<file path="src/rtl/game_view_pkg.sv">
// Shared constants for the screen-redraw sequencer: FSM state codes, overlay selects, frame divider default.
package game_view_pkg;

  localparam int unsigned DEFAULT_FRAME_DIV = 833334;
  localparam int unsigned STATE_W = 4;

  localparam logic [STATE_W-1:0] ST_START      = 4'd0;
  localparam logic [STATE_W-1:0] ST_SCR_START  = 4'd1;
  localparam logic [STATE_W-1:0] ST_WAIT_START = 4'd2;
  localparam logic [STATE_W-1:0] ST_GENERATE   = 4'd3;
  localparam logic [STATE_W-1:0] ST_BG         = 4'd4;
  localparam logic [STATE_W-1:0] ST_OBJ        = 4'd5;
  localparam logic [STATE_W-1:0] ST_HOOK       = 4'd6;
  localparam logic [STATE_W-1:0] ST_NUM        = 4'd7;
  localparam logic [STATE_W-1:0] ST_GAME       = 4'd8;
  localparam logic [STATE_W-1:0] ST_SCR_OVER   = 4'd9;
  localparam logic [STATE_W-1:0] ST_WAIT_OVER  = 4'd10;
  localparam logic [STATE_W-1:0] ST_SCR_NEXT   = 4'd11;
  localparam logic [STATE_W-1:0] ST_WAIT_NEXT  = 4'd12;
  localparam logic [STATE_W-1:0] ST_LEVEL_UP   = 4'd13;
  localparam logic [STATE_W-1:0] ST_SCR_WIN    = 4'd14;
  localparam logic [STATE_W-1:0] ST_WAIT_WIN   = 4'd15;

  localparam logic [1:0] SCR_START = 2'd0;
  localparam logic [1:0] SCR_OVER  = 2'd1;
  localparam logic [1:0] SCR_NEXT  = 2'd2;
  localparam logic [1:0] SCR_WIN   = 2'd3;

endpackage

</file>
<file path="src/rtl/game_view_seq_frame_tick.sv">
// Free-running frame divider; tick is a one-cycle pulse once every FRAME_DIV clocks.
module frame_tick
  import game_view_pkg::*;
#(
  parameter int unsigned FRAME_DIV = DEFAULT_FRAME_DIV
) (
  input  logic clk,
  input  logic resetn,
  output logic tick
);

  localparam int unsigned CW = (FRAME_DIV > 1) ? $clog2(FRAME_DIV) : 1;
  localparam logic [CW-1:0] LAST = CW'(FRAME_DIV - 1);

  logic [CW-1:0] cnt;

  always_ff @(posedge clk or negedge resetn) begin
    if (!resetn) begin
      cnt  <= '0;
      tick <= 1'b0;
    end else begin
      tick <= (cnt == LAST);
      cnt  <= (cnt == LAST) ? '0 : cnt + CW'(1);
    end
  end

endmodule

</file>
<file path="src/rtl/game_view_seq.sv">
// Per-frame redraw sequencer (background, objects, hooks, numbers) plus overlay screens and level tracking.
module game_view_seq
  import game_view_pkg::*;
#(
  parameter int unsigned NUM_CLASSES = 3,
  parameter int unsigned NUM_HOOKS   = 2,
  parameter int unsigned CNT_W       = 5,
  parameter int unsigned LEVEL_W     = 3,
  parameter int unsigned MAX_LEVEL   = 3,
  parameter int unsigned FRAME_DIV   = DEFAULT_FRAME_DIV,
  localparam int unsigned CLS_W = (NUM_CLASSES > 1) ? $clog2(NUM_CLASSES) : 1,
  localparam int unsigned HK_W  = (NUM_HOOKS > 1) ? $clog2(NUM_HOOKS) : 1
) (
  input  logic                         clk,
  input  logic                         resetn,
  input  logic                         go,
  input  logic [NUM_HOOKS-1:0]         hooks_en,
  input  logic [NUM_CLASSES*CNT_W-1:0] max_obj,
  input  logic                         game_end,
  input  logic                         next_level,
  input  logic                         bg_done,
  input  logic                         obj_done,
  input  logic                         hook_done,
  input  logic                         num_done,
  input  logic                         screen_done,
  output logic                         bg_en,
  output logic                         obj_en,
  output logic                         hook_en,
  output logic                         num_en,
  output logic                         screen_en,
  output logic [CLS_W-1:0]             obj_class,
  output logic [CNT_W-1:0]             obj_idx,
  output logic [HK_W-1:0]              hook_idx,
  output logic [1:0]                   screen_sel,
  output logic                         random_en,
  output logic                         timer_en,
  output logic                         timer_resetn,
  output logic                         rope_resetn,
  output logic                         objects_resetn,
  output logic                         level_up,
  output logic [LEVEL_W-1:0]           level,
  output logic                         frame_overrun
);

  // Lowest class at or above 'from' with a nonzero count; MSB flags a hit.
  function automatic logic [CLS_W:0] find_class(input logic [NUM_CLASSES*CNT_W-1:0] counts, input int from);
    logic [CLS_W:0] r;
    r = '0;
    for (int c = int'(NUM_CLASSES) - 1; c >= 0; c--)
      if (c >= from && counts[c*int'(CNT_W) +: CNT_W] != '0) r = {1'b1, CLS_W'(c)};
    return r;
  endfunction

  // Lowest set hook bit at or above 'from'; MSB flags a hit.
  function automatic logic [HK_W:0] find_hook(input logic [NUM_HOOKS-1:0] hooks, input int from);
    logic [HK_W:0] r;
    r = '0;
    for (int h = int'(NUM_HOOKS) - 1; h >= 0; h--)
      if (h >= from && hooks[h]) r = {1'b1, HK_W'(h)};
    return r;
  endfunction

  function automatic logic [CNT_W-1:0] count_of(input logic [NUM_CLASSES*CNT_W-1:0] counts, input logic [CLS_W-1:0] cls);
    return counts[int'(cls)*int'(CNT_W) +: CNT_W];
  endfunction

  logic [STATE_W-1:0]   state, state_nx;
  logic                 go_q, go_d, go_rise, tick, frame_pend, last_level;
  logic [NUM_HOOKS-1:0] hooks_lat, hooks_nx;
  logic [CNT_W-1:0]     cur_cnt, cnt_nx, idx_nx;
  logic [CLS_W-1:0]     cls_nx;
  logic [HK_W-1:0]      hk_nx;
  logic [CLS_W:0]       first_cls, next_cls;
  logic [HK_W:0]        first_hk, next_hk;
  logic [1:0]           sel_nx;

  assign go_rise    = go_q & ~go_d;
  assign last_level = (level == LEVEL_W'(MAX_LEVEL));

  frame_tick #(.FRAME_DIV(FRAME_DIV)) u_frame_tick (
    .clk    (clk),
    .resetn (resetn),
    .tick   (tick)
  );

  always_ff @(posedge clk or negedge resetn) begin
    if (!resetn) state <= ST_START;
    else         state <= state_nx;
  end

  always_comb begin
    state_nx  = state;
    cls_nx    = obj_class;
    idx_nx    = obj_idx;
    cnt_nx    = cur_cnt;
    hk_nx     = hook_idx;
    hooks_nx  = hooks_lat;
    sel_nx    = screen_sel;
    first_cls = find_class(max_obj, 0);
    next_cls  = find_class(max_obj, int'(obj_class) + 1);
    first_hk  = find_hook(hooks_lat, 0);
    next_hk   = find_hook(hooks_lat, int'(hook_idx) + 1);
    case (state)
      ST_START:      state_nx = ST_SCR_START;
      ST_SCR_START:  if (screen_done) state_nx = ST_WAIT_START;
      ST_WAIT_START: if (go_rise) state_nx = ST_GENERATE;
      ST_GENERATE: begin
        hooks_nx = hooks_en;
        if (go_rise) state_nx = ST_BG;
      end
      ST_BG: if (bg_done) begin
        if (first_cls[CLS_W]) begin
          state_nx = ST_OBJ;
          cls_nx   = first_cls[CLS_W-1:0];
          idx_nx   = '0;
          cnt_nx   = count_of(max_obj, first_cls[CLS_W-1:0]);
        end else if (first_hk[HK_W]) begin
          state_nx = ST_HOOK;
          hk_nx    = first_hk[HK_W-1:0];
        end else state_nx = ST_NUM;
      end
      ST_OBJ: if (obj_done) begin
        if (obj_idx != cur_cnt - CNT_W'(1)) idx_nx = obj_idx + CNT_W'(1);
        else begin
          idx_nx = '0;
          if (next_cls[CLS_W]) begin
            cls_nx = next_cls[CLS_W-1:0];
            cnt_nx = count_of(max_obj, next_cls[CLS_W-1:0]);
          end else if (first_hk[HK_W]) begin
            state_nx = ST_HOOK;
            hk_nx    = first_hk[HK_W-1:0];
          end else state_nx = ST_NUM;
        end
      end
      ST_HOOK: if (hook_done) begin
        if (next_hk[HK_W]) hk_nx = next_hk[HK_W-1:0];
        else               state_nx = ST_NUM;
      end
      ST_NUM: if (num_done) state_nx = ST_GAME;
      ST_GAME: begin
        if (game_end && !next_level)     state_nx = ST_SCR_OVER;
        else if (game_end && last_level) state_nx = ST_SCR_WIN;
        else if (game_end)               state_nx = ST_SCR_NEXT;
        else if (frame_pend)             state_nx = ST_BG;
      end
      ST_SCR_OVER:  if (screen_done) state_nx = ST_WAIT_OVER;
      ST_WAIT_OVER: if (go_rise) state_nx = ST_START;
      ST_SCR_NEXT:  if (screen_done) state_nx = ST_WAIT_NEXT;
      ST_WAIT_NEXT: if (go_rise) state_nx = ST_LEVEL_UP;
      ST_LEVEL_UP:  state_nx = ST_BG;
      ST_SCR_WIN:   if (screen_done) state_nx = ST_WAIT_WIN;
      ST_WAIT_WIN:  if (go_rise) state_nx = ST_START;
      default:      state_nx = ST_START;
    endcase
    case (state_nx)
      ST_START, ST_SCR_START, ST_WAIT_START: sel_nx = SCR_START;
      ST_SCR_OVER, ST_WAIT_OVER:             sel_nx = SCR_OVER;
      ST_SCR_NEXT, ST_WAIT_NEXT:             sel_nx = SCR_NEXT;
      ST_SCR_WIN, ST_WAIT_WIN:               sel_nx = SCR_WIN;
      default:                               sel_nx = screen_sel;
    endcase
  end

  // Iteration registers, level, frame bookkeeping.
  always_ff @(posedge clk or negedge resetn) begin
    if (!resetn) begin
      go_q          <= 1'b0;
      go_d          <= 1'b0;
      hooks_lat     <= '0;
      obj_class     <= '0;
      obj_idx       <= '0;
      cur_cnt       <= '0;
      hook_idx      <= '0;
      level         <= LEVEL_W'(1);
      frame_pend    <= 1'b0;
      frame_overrun <= 1'b0;
    end else begin
      go_q      <= go;
      go_d      <= go_q;
      hooks_lat <= hooks_nx;
      obj_class <= cls_nx;
      obj_idx   <= idx_nx;
      cur_cnt   <= cnt_nx;
      hook_idx  <= hk_nx;
      if (state == ST_START) level <= LEVEL_W'(1);
      else if (state_nx == ST_LEVEL_UP && !last_level) level <= level + LEVEL_W'(1);
      // A tick in the same cycle as GAME->BG consumption keeps the flag set.
      if (tick) frame_pend <= 1'b1;
      else if (state == ST_GAME && state_nx == ST_BG) frame_pend <= 1'b0;
      if (state == ST_START) frame_overrun <= 1'b0;
      else if (tick && frame_pend && state != ST_GAME) frame_overrun <= 1'b1;
    end
  end

  // Moore outputs registered from the next state so they align with the state register.
  always_ff @(posedge clk or negedge resetn) begin
    if (!resetn) begin
      bg_en          <= 1'b0;
      obj_en         <= 1'b0;
      hook_en        <= 1'b0;
      num_en         <= 1'b0;
      screen_en      <= 1'b0;
      screen_sel     <= SCR_START;
      random_en      <= 1'b0;
      timer_en       <= 1'b0;
      timer_resetn   <= 1'b0;
      rope_resetn    <= 1'b0;
      objects_resetn <= 1'b0;
      level_up       <= 1'b0;
    end else begin
      bg_en          <= (state_nx == ST_BG);
      obj_en         <= (state_nx == ST_OBJ);
      hook_en        <= (state_nx == ST_HOOK);
      num_en         <= (state_nx == ST_NUM);
      screen_en      <= state_nx inside {ST_SCR_START, ST_SCR_OVER, ST_SCR_NEXT, ST_SCR_WIN};
      screen_sel     <= sel_nx;
      random_en      <= (state_nx == ST_GENERATE);
      timer_en       <= state_nx inside {ST_BG, ST_OBJ, ST_HOOK, ST_NUM, ST_GAME};
      timer_resetn   <= !(state_nx inside {ST_START, ST_GENERATE, ST_SCR_OVER, ST_WAIT_OVER,
                                           ST_SCR_NEXT, ST_WAIT_NEXT});
      rope_resetn    <= !(state_nx inside {ST_START, ST_GENERATE, ST_SCR_OVER, ST_WAIT_OVER,
                                           ST_SCR_NEXT, ST_WAIT_NEXT});
      objects_resetn <= !(state_nx inside {ST_START, ST_GAME, ST_SCR_OVER, ST_WAIT_OVER,
                                           ST_SCR_NEXT, ST_WAIT_NEXT});
      level_up       <= (state_nx == ST_LEVEL_UP);
    end
  end

endmodule

</file>
<file path="config.mk">
export PLATFORM = sky130hd
export DESIGN_NAME = game_view_seq
export DESIGN_NICKNAME = d
export VERILOG_FILES = /design/src/rtl/game_view_pkg.sv /design/src/rtl/game_view_seq_frame_tick.sv /design/src/rtl/game_view_seq.sv
export SDC_FILE = /design/constraint.sdc
export NUM_CORES = 1
export LEC_CHECK = 0
export CAP_MARGIN = 20
export CORE_ASPECT_RATIO = 1.25
export CORE_MARGIN = 5
export CORE_UTILIZATION = 60
export DETAILED_ROUTE_END_ITERATION = 8
export DONT_BUFFER_PORTS = 1
export GPL_ROUTABILITY_DRIVEN = 0
export GPL_TIMING_DRIVEN = 0
export PLACE_DENSITY_LB_ADDON = 0.25
export SYNTH_ARGS = -nofsm -noshare
export SYNTH_HDL_FRONTEND = slang
export SYNTH_SLANG_ARGS = --single-unit
</file>
<file path="constraint.sdc">
create_clock -name clk -period 2.95 [get_ports clk]
set_input_delay 0.1475 -clock clk [delete_from_list [all_inputs] [get_ports clk]]
set_output_delay 0.1475 -clock clk [all_outputs]
set_load 0.01 [all_outputs]
</file>
* After elaboration in Yosys (flattened, before gate mapping) *
Index checks and enable logic that the tools add are counted.

word-level totals
  word-level logic and storage cells = 188
  bits of input ports = 27
  output and inout port bits = 25
  register bits after elaboration = 59

operators by class
  multiplexer cells = 66
  $add $sub $neg = 6
  bitwise gates (word level) = 2
  equality and inequality tests = 43
  multipliers = 2
  reduce and logical (&&, ||, !) cells = 38
  shift operators = 2
  magnitude comparators = 5

operator list
  cell                     number
  $mux W4                  19
  $eq A4 B4 Y1 const B     16
  $pmux W4 S15             1
  $mux W5                  9
  $eq A4 B3 Y1 const B     8
  $shiftx A15 B6 Y5        2
  $mux W3                  8
  $add A20 B1 Y20 const B  1
  $eq A20 B20 Y1 const B   1
  $mux W2                  10
  $mux W20                 1
  $pmux W5 S2              2
  $reduce_bool A5 Y1       4
  $ne A2 B2 Y1 const B     9
  $eq A4 B2 Y1 const B     4
  $mux W1                  13
  $reduce_bool A6 Y1       2
  $logic_and A1 B1 Y1      11
  $mul A2 B3 Y5 const B    2
  $eq A4 B1 Y1 const B     2
  $logic_not A4 Y1         2
  $pmux W2 S4              1
  $reduce_and A8 Y1        1
  $reduce_bool A2 Y1       4
  22 further kinds         31

* Depth between registers and ports, before layout *
  depth after elaboration = 14
  mapped depth = 11
  gate-level depth less buffers = 10

* By module *
Synthesis repeated with hierarchy kept, for this count alone.

second synthesis, totals
  cells, all modules = 353
  area, all modules = 3442.1 um^2

by module, submodules not included
  module         times used  area each (um^2)  sequential area each (um^2)  cells an instance
  game_view_seq  1           2407.3            952.2                        257
  frame_tick     1           1034.7            525.5                        96

* Least setup slack after synthesis *
No wires, ideal clock.

  path type = reg2reg
  from = register cur_cnt[0]
  to = register screen_sel[1]
  arrival = 2267 ps
  stages on the path, launching flop included = 12
  required time = 2826 ps
  buffers on the path = 1
  path slack = 559 ps
  clock period less this slack = 2391 ps
  library setup time = 124 ps
  cells stage by stage = dfrtp_1 -> inv_1 -> ha_1 -> xnor2_1 -> a211oi_1 -> o311ai_2 -> or3_1 -> and2_4 -> clkinv_4 -> buf_8 -> o31ai_1 -> a211o_1

on the way
  cells in the longest elaborated chain, start to end = 8
  elaborated cells on any way between the ends = 20
  those cells by class = add/sub: 1; eq/ne: 9; mux: 4; reduce/logical: 6

ends and longest elaborated chain
  element                                                      RTL line              source
  start: declaration                                           game_view_seq.sv:70   logic [CNT_W-1:0] cur_cnt, cnt_nx, idx_nx;
  start signal: assignment                                     game_view_seq.sv:183  cur_cnt <= cnt_nx;
  $sub A5 B1 Y5 (*)                                            game_view_seq.sv:123  if (obj_idx != cur_cnt - CNT_W'(1)) idx_nx = obj_idx + CNT_W'(1);
  $ne A5 B5 Y1 (*)                                             game_view_seq.sv:123
  $mux W4 (*)                                                  game_view_seq.sv:123
  $mux W4 (*)                                                  game_view_seq.sv:122  ST_OBJ: if (obj_done) begin
  $pmux W4 S15 (*)                                             game_view_seq.sv:103  case (state)
  net state_nx[1]                                              game_view_seq.sv:67   logic [STATE_W-1:0] state, state_nx;
  $eq A4 B1 Y1, or another cell as far along                   game_view_seq.sv:155  case (state_nx)
  $reduce_or A3 Y1 / $reduce_or A2 Y1 (equally long branches)  game_view_seq.sv:155
  $pmux W2 S4 / $reduce_bool A4 Y1 (equally long branches)     --
  end signal: assignment                                       game_view_seq.sv:216  screen_sel <= sel_nx;
  end: declaration                                             game_view_seq.sv:34   output logic [1:0] screen_sel,

Mark *: on every way through the listed nets, which the timed path passes. The rest lies on a longest branch.
A chain may end at the register's enable or synchronous reset.

* Worst setup path in the final report *
Same ends and word-level chain as after synthesis.

==> impl.org <==
** Status
- The flow ran to the end, and the final reports show no timing, DRC or antenna violations.

** Pwr
- Leak pwr :: 0.001576 µW
- Switching share of total power :: about two fifths
- For this design the ratio of total power to cell area is 938.2 mW/mm².
- Internal power comes to about 2100 µW.
- The worst-case IR drop observed on VDD is 0.5408 mV.
- Share of total power in the clock network :: 25.5%
- Portion of total power attributed to sequential cells :: 34.0%
- The design draws 3530 µW.
- In this run the power spent charging and discharging nets is between 1000 and 1500 µW.
- Comb pwr share :: 40.5%

** Synth
- Yosys mapped a number of flops with a built-in enable equal to 0.
- For this run, asynchronously set or reset flops after synthesis account for between 90% and 100%.
- Averaged over all synthesized cells, the footprint is about 9.5 µm².
- The Yosys step of the flow raised 0 warnings.
- After synthesis, the cell types taking the most area are dfrtp_1 43%, nand2_1 4.7%, nor2_1 3.7%, xor2_1 3.4%, o21ai_0 2.7%.
- Top cell type by total area after synthesis :: dfrtp_1
- The number of nets in the synthesized netlist is just under 400.
- Yosys top cell area share :: 43.28%
- Synth unique cells :: 70
- Flops & latches, synth :: 59
- Most frequent cells after synthesis :: 58 x dfrtp_1, 42 x nand2_1, 33 x nor2_1, 18 x o21ai_0
- Most repeated cell in the gate-level netlist after synthesis :: dfrtp_1
- Cell area after synthesis :: 0.003353 mm²
- After technology mapping, the gate count stands at 354.
- Sequential elements use 44.07% of the synthesized area.
- In the synthesized netlist the dominant register cell turns out to be dfrtp_1.

** Floorplanning
- Measured along the x axis, the die boundary spans 76.87 µm.
- Core ar. :: 0.005443 mm²
- From bottom edge to top edge, the die measures 93.58 µm.
- The die covers just over 0.007 mm².
- Top Ports :: 52
- Starting density of the core :: 61.61%
- Cell Rows :: 30

** Setup path
- For the worst setup path, the data required time is 3180 ps.
- Counting both buffers and inverters, the worst setup path holds a total of 3.
- Traced cell by cell, the critical path runs through inv_1, ha_1, xnor2_1, a211oi_1, o311ai_2, or3_1, and2_4, clkinv_4, buf_8, o31ai_1, a211o_1.
- Cell count of the worst reg-to-reg path :: 11
- Reg2Reg Launch Point :: cur_cnt[0]
- Critical register-to-register path endpoint :: screen_sel[1]
- On the critical path, the stage with the largest delay is an instance of dfrtp_1.
- STA classifies the critical path endpoint as a flip-flop.
- In this run the worst path has a maximum fanout of 10.
- Type of element launching the critical path :: flip-flop
- Across all register-to-register paths, the minimum setup slack is ~270 ps.
- WS Path Type :: reg2reg
- In this design, the largest share of critical-path delay is due to compound AO/OA/AOI/OAI gates.
- On the worst path, the slowest cell contributes a delay of around 410 ps.
- Worst Path Arrival :: 2910 ps

** Timing
- Slew Limit Fails :: 0
- Final Hold Fails :: 0
- In this run the tightest slew margin relative to its limit is 37.30%.
- Transition at the pin with the smallest max-transition slack :: between 900 and 1000 ps
- RSZ-0062 raised after global routing :: no
- Subtracting the final worst setup slack from the clock period gives about 2700 ps.
- For this run, the top clock speed supported by timing is 0.3725 GHz.
- Final setup TNS :: 0 ps
- Between clock sinks in the finished design, the worst skew comes to 16.08 ps.
- In the finished design, the share of the clock period the worst path needs comes to 90.99%.
- Final number of setup-violating endpoints :: 0

** Detailed routing
- Met3 routed WL :: between 300 and 400 µm
- Wire length per cell after detailed routing :: 17.54 µm
- For this run, the detailed router's first-pass iteration total came to 4.
- DRC violations left :: 0
- Via count :: 2723
- Detailed Route Iter0 Violations :: 248
- The count of nets left with antenna violations once routing finished came out at 0.
- The highest layer touched by signal routing is met4.
- Avg Vias per Cell :: approximately 6.2
- Detailed-routed wire length on met2 :: about 4.1 mm
- Wire length reported by the detailed router :: slightly below 8 mm
- After detailed routing, the wire length on met1 is just under 3 mm.

** Global route
- Antenna violations before repair :: 0
- Global-route wire length before repair :: 12.81 mm
- The via count of the first global-routing pass was around 2700.
- Summed over all layers, the global routing overflow is 0.
- Total global routing track utilization :: 22.42%
- Entering global routing, the biggest net connects 60 pins.

** Cells and area
- Total Nets Final :: 405
- Synthesis-to-finish area growth :: 12.20%
- Final cell area excluding filler cells :: between 0.003 and 0.004 mm²
- The repair_antennas step left the layout with diodes totalling 0.
- Of the cells placed in the final design, the portion with a size suffix greater than 1 is between 10% and 20%.

** Placed design
- The placed instances occupy a cell area of 0.003433 mm².
- Detailed placement finished with a half-perimeter wire length of 5.514 mm.
- During placement, the flow inserted port buffers numbering 0.

** Hold path
- The worst hold path terminates at obj_idx[4].
- The path class of the tightest hold or removal check is in2reg.
- Hold depth :: 2
- In this run the most critical hold path is launched from obj_done.

** Clock tree
- Clock tree from TritonCTS :: done
- Number of H-tree levels :: 3
- At the later pin of the worst-skew pair, clock insertion delay measures approximately 350 ps.
- The clock passes through at most 2 buffers.
- Total CTS buffers :: 9
- The cell sitting at the root of the clock tree is a clkbuf_8.
- Clk slew on worst S/H paths :: about 60 ps
- PostCTS Resize Cnt :: 0
- Number of clock sinks seen by CTS :: 59

** Run
- Number of maximum-capacitance constraint violations :: 0
==> cell type report <==
| type | instances | area (µm²) |
|---|---|---|
| timing repair buffer | 7 | 87.58 |
| sequential | 59 | 1478 |
| multi-input combinational | 271 | 1760 |
| inverter | 12 | 50.05 |
| clock inverter | 5 | 100.1 |
| clock buffer | 11 | 141.4 |
| fill | 414 | 1680 |
| buffer | 12 | 65.06 |
| tap | 64 | 80.08 |
==> power groups by stage <==
stage	sequential (µW)	combinational (µW)	clock, µW
after CTS	1200	1420	915
after floorplan	1160	1130	0
after global routing	1230	1580	970
after global placement	1210	1340	0
after detailed placement	1220	1380	0
final	1200	1430	901
==> per-stage QoR <==
| step | instances | hold slack [ps] | worst slack [ps] | utilization [%] |
|---|---|---|---|---|
| after global routing | 441 | 56.13 | 23.99 | 69.13 |
| final | 441 | 32.71 | 265.7 | 69.13 |
| after detailed placement | 418 | -146.2 | 245.5 | 63.08 |
| after floorplan | 354 | -148.1 | 559.0 | - |
| after global placement | 418 | -146.2 | 363.9 | 63.08 |
| after CTS | 441 | 21.71 | 245.9 | 69.13 |
==> sequential cells by signal, summed over array words and instances (netlist names), 2 cells and up <==
register          flops
level                 3
u_frame_tick.cnt     20
hooks_lat             2
cur_cnt               5
screen_sel            2
obj_class             2
obj_idx               5
state                 4
==> worst register-to-register path, stage by stage, from the launching register on <==
cell and delay [ps]:
dfrtp_1 410, inv_1 60, ha_1 310, xnor2_1 140
a211oi_1 260, o311ai_2 240, or3_1 390, and2_4 210
clkinv_4 50, buf_8 110, o31ai_1 80, a211o_1 310
==> cell usage in the layout, fill, tap and decap left out, types with 10 or more instances in the layout <==
cell	synthesis	routed
nand2_1	42	42
nand2b_1	13	13
nand3_1	13	13
xnor2_1	10	10
nand4_1	10	10
xor2_1	13	13
nor3_1	10	10
inv_1	10	10
dfrtp_1	58	58
nor2_1	33	33
o21ai_0	18	18
clkbuf_8	0	10
==> cells by family after synthesis <==
| logic type | share of synthesized area (%) |
|---|---|
| flops | 44.07 |
| mux | 3.470 |
| xor+xnor | 6.007 |
| compound gates | 14.25 |
| fa+ha+maj | 2.537 |
| simple gates | 26.23 |
| buf+inv | 3.433 |
==> repair_timing <==
| item | 4_1_cts | 5_1_grt |
|---|---|---|
| hold buffers | 7 | 0 |
| endpoints found under the hold margin | 64 | 0 |
| setup buffers | 0 | 0 |
==> worst max path at each step <==
stage | from | end | cells past startpoint
after global routing | cur_cnt[0] | screen_en | 10
after global placement | cur_cnt[0] | screen_en | 10
after detailed placement | cur_cnt[0] | screen_en | 10
after floorplan | cur_cnt[0] | screen_sel[1] | 11
after CTS | cur_cnt[0] | screen_sel[1] | 11
final | cur_cnt[0] | screen_sel[1] | 11
==> routing by layer <==
layer  global-route usage (%)  vias to the layer above
met5                        0                        -
met4                    11.81                        0
met3                    6.744                       25
met2                    38.31                       84
met1                    24.91                     1307
li1                         -                     1307
No activity file was read; power rests on OpenSTA's default activity.
